File: src/rtl/branch_pred_pkg.sv
// Shared types and constants for the branch trace driver and the perceptron
// predictor pin mapping it feeds.
package branch_pred_pkg;

    typedef enum logic [2:0] {
        WAIT_MEM   = 3'd0,
        IDLE       = 3'd1,
        PRESENT    = 3'd2,
        WAIT_PRED  = 3'd3,
        WAIT_TRAIN = 3'd4,
        REPORT     = 3'd5,
        GAP        = 3'd6,
        ERROR      = 3'd7
    } state_e;

    // Predictor uio_in bit positions driven by this block
    localparam int UIO_NEW_DATA_AVAIL   = 0;
    localparam int UIO_DIRECTION_TRUTH  = 1;
    localparam int UIO_HISTORY_REQUEST  = 7;

    // Predictor uo_out bit positions consumed by this block
    localparam int UO_PRED_READY        = 0;
    localparam int UO_PREDICTION        = 1;
    localparam int UO_TRAINING_DONE     = 2;
    localparam int UO_MEM_RESET_DONE    = 3;

    localparam int DEFAULT_TIMEOUT_CYCLES = 64;
    localparam int DEFAULT_GAP_CYCLES     = 2;

endpackage

File: src/rtl/sat_counter.sv
// Up-counter that sticks at its all-ones value instead of wrapping.
module sat_counter #(
    parameter int W = 16
) (
    input  logic         clk,
    input  logic         clr,
    input  logic         inc,
    output logic [W-1:0] q
);

    logic [W-1:0] cnt_q;
    logic [W-1:0] cnt_d;

    always_comb begin
        cnt_d = cnt_q;
        if (clr) begin
            cnt_d = '0;
        end else if (inc && (cnt_q != {W{1'b1}})) begin
            cnt_d = cnt_q + W'(1);
        end
    end

    always_ff @(posedge clk) begin
        cnt_q <= cnt_d;
    end

    assign q = cnt_q;

endmodule

File: src/rtl/branch_trace_driver.sv
// Feeds one branch record at a time into the perceptron predictor, waits for
// its prediction/training handshakes and scores the result.
module branch_trace_driver
    import branch_pred_pkg::*;
#(
    parameter int TIMEOUT_CYCLES = DEFAULT_TIMEOUT_CYCLES,
    parameter int GAP_CYCLES     = DEFAULT_GAP_CYCLES,
    parameter int CNT_W          = 16
) (
    input  logic             clk,
    input  logic             rst,
    // Record port: a record transfers on a cycle where rec_valid && rec_ready;
    // rec_pc_byte/rec_taken must be stable while rec_valid is high, and
    // rec_ready never depends combinationally on rec_valid.
    input  logic             rec_valid,
    output logic             rec_ready,
    input  logic [7:0]       rec_pc_byte,
    input  logic             rec_taken,
    output logic             new_data_avail,
    output logic             direction_ground_truth,
    output logic [7:0]       inst_lowest_byte,
    output logic             history_buffer_request,
    input  logic             pred_ready,
    input  logic             prediction,
    input  logic             training_done,
    input  logic             mem_reset_done,
    output logic             res_valid,
    output logic             res_prediction,
    output logic             res_correct,
    output logic [CNT_W-1:0] branch_count,
    output logic [CNT_W-1:0] mispredict_count,
    output logic             err,
    output state_e           dbg_state
);

    localparam int TMR_MAX = (TIMEOUT_CYCLES > GAP_CYCLES) ? TIMEOUT_CYCLES : GAP_CYCLES;
    localparam int TMR_W   = $clog2(TMR_MAX + 1);
    localparam logic [TMR_W-1:0] TIMEOUT_LIM = TMR_W'(TIMEOUT_CYCLES);
    localparam logic [TMR_W-1:0] GAP_LIM     = TMR_W'(GAP_CYCLES);

    state_e           state_q, state_d;
    logic [TMR_W-1:0] tmr_q, tmr_d, tmr_next;
    logic [7:0]       pc_q, pc_d;
    logic             taken_q, taken_d;
    logic             pred_q, pred_d;
    logic             rec_ready_q, rec_ready_d;
    logic             nda_q, nda_d;
    logic             res_valid_q, res_valid_d;
    logic             res_pred_q, res_pred_d;
    logic             res_correct_q, res_correct_d;
    logic             err_q, err_d;
    logic             report_entry;
    logic             mispredict;

    always_comb begin
        state_d       = state_q;
        tmr_d         = tmr_q;
        pc_d          = pc_q;
        taken_d       = taken_q;
        pred_d        = pred_q;
        res_pred_d    = res_pred_q;
        res_correct_d = res_correct_q;
        tmr_next      = tmr_q + TMR_W'(1);

        case (state_q)
            WAIT_MEM: begin
                if (mem_reset_done) begin
                    state_d = IDLE;
                end
            end
            IDLE: begin
                if (rec_valid && rec_ready_q) begin
                    pc_d    = rec_pc_byte;
                    taken_d = rec_taken;
                    state_d = PRESENT;
                end
            end
            PRESENT: begin
                state_d = WAIT_PRED;
                tmr_d   = '0;
            end
            WAIT_PRED: begin
                if (pred_ready) begin
                    pred_d = prediction;
                    if (training_done) begin
                        state_d = REPORT;
                    end else begin
                        state_d = WAIT_TRAIN;
                        tmr_d   = '0;
                    end
                end else if (tmr_next == TIMEOUT_LIM) begin
                    state_d = ERROR;
                end else begin
                    tmr_d = tmr_next;
                end
            end
            WAIT_TRAIN: begin
                if (training_done) begin
                    state_d = REPORT;
                end else if (tmr_next == TIMEOUT_LIM) begin
                    state_d = ERROR;
                end else begin
                    tmr_d = tmr_next;
                end
            end
            REPORT: begin
                state_d = GAP;
                tmr_d   = '0;
            end
            GAP: begin
                if (tmr_next == GAP_LIM) begin
                    state_d = IDLE;
                end else begin
                    tmr_d = tmr_next;
                end
            end
            ERROR: begin
                state_d = ERROR;
            end
            default: begin
                state_d = WAIT_MEM;
            end
        endcase

        // Scoring uses pred_d so a prediction arriving together with
        // training_done is scored in the same transition.
        report_entry = (state_d == REPORT) && (state_q != REPORT);
        mispredict   = report_entry && (pred_d != taken_q);
        if (report_entry) begin
            res_pred_d    = pred_d;
            res_correct_d = (pred_d == taken_q);
        end

        // Outputs are registered versions of what the next state implies.
        rec_ready_d = (state_d == IDLE);
        nda_d       = (state_d == PRESENT) || (state_d == WAIT_PRED) ||
                      (state_d == WAIT_TRAIN) || (state_d == REPORT);
        res_valid_d = report_entry;
        err_d       = (state_d == ERROR);
    end

    always_ff @(posedge clk) begin
        if (rst) begin
            state_q       <= WAIT_MEM;
            tmr_q         <= '0;
            pc_q          <= '0;
            taken_q       <= 1'b0;
            pred_q        <= 1'b0;
            rec_ready_q   <= 1'b0;
            nda_q         <= 1'b0;
            res_valid_q   <= 1'b0;
            res_pred_q    <= 1'b0;
            res_correct_q <= 1'b0;
            err_q         <= 1'b0;
        end else begin
            state_q       <= state_d;
            tmr_q         <= tmr_d;
            pc_q          <= pc_d;
            taken_q       <= taken_d;
            pred_q        <= pred_d;
            rec_ready_q   <= rec_ready_d;
            nda_q         <= nda_d;
            res_valid_q   <= res_valid_d;
            res_pred_q    <= res_pred_d;
            res_correct_q <= res_correct_d;
            err_q         <= err_d;
        end
    end

    sat_counter #(.W(CNT_W)) u_branch_cnt (
        .clk (clk),
        .clr (rst),
        .inc (report_entry),
        .q   (branch_count)
    );

    sat_counter #(.W(CNT_W)) u_mispredict_cnt (
        .clk (clk),
        .clr (rst),
        .inc (mispredict),
        .q   (mispredict_count)
    );

    assign rec_ready              = rec_ready_q;
    assign new_data_avail         = nda_q;
    assign direction_ground_truth = taken_q;
    assign inst_lowest_byte       = pc_q;
    assign history_buffer_request = 1'b0;
    assign res_valid              = res_valid_q;
    assign res_prediction         = res_pred_q;
    assign res_correct            = res_correct_q;
    assign err                    = err_q;
    assign dbg_state              = state_q;

endmodule

File: config.mk
export PLATFORM = sky130hd
export DESIGN_NAME = branch_trace_driver
export DESIGN_NICKNAME = d
export VERILOG_FILES = /design/src/rtl/branch_pred_pkg.sv /design/src/rtl/sat_counter.sv /design/src/rtl/branch_trace_driver.sv
export SDC_FILE = /design/constraint.sdc
export NUM_CORES = 1
export LEC_CHECK = 0
export ABC_CLOCK_PERIOD_IN_PS = 2500
export BUFFER_PORTS_ARGS = -buffer_cell sky130_fd_sc_hd__buf_2
export CAP_MARGIN = 20
export CORE_MARGIN = 2
export CORE_UTILIZATION = 47
export DETAILED_ROUTE_END_ITERATION = 12
export HOLD_SLACK_MARGIN = 0.06
export PLACE_DENSITY = 0.7
export SLEW_MARGIN = 40
export SYNTH_ARGS = -nofsm -noshare
export SYNTH_HDL_FRONTEND = slang
export SYNTH_SLANG_ARGS = --single-unit
File: constraint.sdc
create_clock -name clk -period 2.5 [get_ports clk]
set_input_delay 0.125 -clock clk [delete_from_list [all_inputs] [get_ports clk]]
set_output_delay 0.125 -clock clk [all_outputs]
set_load 0.02 [all_outputs]
==> metrics <==
clk_lat worst skew 340 ps; Slew Limit Fails 0; total detailed-routing wirelength 9640 um; Ys Warns 0; share of post-route cells with drive strength above 1 40.3%; post-route cell area 4680 um2; Clock H-tree levels 3; DIE AREA 7520 um2; initial antenna violation count 0; Initial DRT Pass Iterations 5; post-synthesis compound-gate area fraction 17.4%; RD Place Congestion 0.877; syn avg cell area 8.42 um2; core area 6720 um2; Final Non-Filler Cells 584; clock tree buffer depth 2; multi-input combinational cell area 2180 um2; critical path capture point type flip-flop; Avg WL per Cell 16.5 um; post-synthesis register bit count 58; n_diodes 0; Layout area overhead 45.4%; hold slack 140 ps; Die Ht 86.7 um; Peak Freq 365 MHz; mux cell area share after synthesis 8.79%; CTS root buffer clkbuf_8; XOR/XNOR Fraction of Synth Area 0.272%; net count after synthesis 402; Worst path top cell family by delay simple AND/OR/NAND/NOR gates; crit path DAT 3010 ps; Final WS setup -237 ps; pwr dens 440 nW/um2; number of placed cells counting well taps 541; Residual DRC 0; synthesized instance count 382; Seq. cell area 1170 um2; Worst Hold Class primary input to flip-flop; CTS Buf Count 9; first-pass GRT wire length 14,900 um; Final Setup Violations 34; CP max-delay cell or4_4; RSZ-0062 raised after global routing yes; die width 86.7 um; number of flops mapped to enable cells by yosys 0; maxcap violations 0; Final Hold Vio Count 0; commonest non-fill, non-tap cell in the layout buf_2; final clock skew 8.62 ps; initial DRC count 267; vias per cell 5.94; clk sinks 58; status finished, violations left; crit path launch type flip-flop; register clock-pin slew on the reported worst setup and hold paths 70 ps; Antenna Nets Post-Route 0; via count 3,469; nets@finish 520; leakage power 2.09 nW; adder and majority cell fraction of the synthesized area 1.56%; Max FO, Critical Path 6; IO buf count 65; IO Count 67; Rel. slew slack 57.8%; most used flip-flop cell after synthesis dfxtp_1; final setup TNS -4690 ps; Initial Util 47.9%; Total GRT Usage 25.0%; FP Rows 30; CP required 2770 ps; WP buf/inv 2; total gr overflow 0; vias in the first global route 3,220; failing checks negative setup slack; fin crit share 109%; total chip power 2.06 mW; Max VDD drop 0.492 mV; Syn Std Cell Area 3220 um2; CP cell instances ha_4, buf_4, or4b_4, o21ai_4, a21oi_4, or3_4, buf_12, or4_4, a21oi_2; largest net degree at the start of global routing 32; Post-Place Cell Area 3920 um2; Final min period 2740 ps; Cell variety after synth 58; most frequent cells in the layout buf_2 (65), dfxtp_1 (55), buf_4 (43); CTS tree built; Largest stage delay, worst path 510 ps; post-synthesis simple-gate area fraction 30.5%; async set or reset register ratio after synthesis 0%; Tightest Pin Transition 633 ps; post-synthesis sequential area ratio 36.1%; main combinational cell family by area after synthesis simple AND/OR/NAND/NOR gates; worst setup path class flip-flop to flip-flop; Fill cells 510; DP HPWL 5870 um
## cell families (layout without fill, tap and decap cells)
group	Yosys count	in the layout
flops	58	58
xor+xnor	1	1
simple gates	179	179
buf+inv	34	156
mux	26	26
fa+ha+maj	4	4
compound gates	79	79
other cells	1	1
## cell type report
type	count	area share (%)
inverter	8	0.642
timing repair buffer	133	21.6
clock buffer	13	3.83
multi-input combinational	290	46.6
tap	80	2.14
clock inverter	2	0.214
sequential	58	25.0
## routing by layer
layer	vias to the layer above	global-route usage (%)	share of wire, %
li1	1654	-	-
met1	1659	31.6	43
met2	133	40.9	49
met3	23	5.71	5.8
met4	0	10.9	2.4
met5	-	0	0
## sequential cells by signal, indices dropped and copies added, names as in the netlist
signal                  flops
u_branch_cnt.q             16
new_data_avail              1
rec_ready                   1
pred_q                      1
tmr_q                       7
err                         1
res_prediction              1
direction_ground_truth      1
dbg_state                   3
u_mispredict_cnt.q         16
res_valid                   1
res_correct                 1
inst_lowest_byte            8
## per-stage QoR
stage	util [%]	setup WS (ps)
finish	69.6	-237
global route	69.6	-286
CTS	65.0	-186
detailed placement	58.3	-220
global placement	58.2	-139
floorplan	-	-68.3
## worst register-to-register path, stage by stage (launching register included)
cell and delay, ps:
dfxtp_4 370, ha_4 190, buf_4 130, or4b_4 490
o21ai_4 120, a21oi_4 90, or3_4 470, buf_12 170
or4_4 510, a21oi_2 140
## cell usage after synthesis (all sizes together) (2+ instances only)
library cell	instances	area [um2]
clkbuf	14	52.6
nor2	43	164
o21ai	13	68.8
a211o	2	17.5
a21oi	28	140
or3	5	31.3
and2	7	43.8
o2111ai	3	26.3
buf	12	86.3
nand4	10	62.6
nor2b	12	75.1
a2111oi	3	45.1
mux2i	14	144
mux2	12	139
or4	15	113
ha	4	50.1
nor3b	3	22.5
dfxtp	58	1160
nand3	17	90.1
o211ai	4	30.0
nand2	19	73.8
o31ai	15	113
nor3	15	75.1
inv	8	30.0
and3	15	93.8
and4	5	43.8
nor4	6	37.5
a21bo	2	20.0
## final timing paths
| path | startpoint | endpoint | slack [ps] | cells past startpoint |
|---|---|---|---|---|
| setup / recovery | tmr_q[1] | u_mispredict_cnt.q[10] | -240 | 9 |
| hold / removal | prediction | pred_q | 140 | 3 |
| setup reg to reg | tmr_q[1] | u_mispredict_cnt.q[10] | -240 | 9 |
| hold reg to reg | u_branch_cnt.q[1] | u_branch_cnt.q[1] | 490 | 2 |
## repair_timing
action                                 4_1_cts  5_1_grt
endpoints found under the hold margin        9        0
resized for setup                           17       39
setup buffers                                5        9
gates cloned                                 2        3
setup endpoints to repair                   32       42
hold buffers                                 9        0
pin swaps                                    3       12
## power breakdown
part,switching [mW],total (mW),internal (mW)
registers,0.0153,0.953,0.938
logic,0.151,0.272,0.121
clock network,0.372,0.832,0.459
total,0.539,2.06,1.52
(Power assumes the default switching activity.)
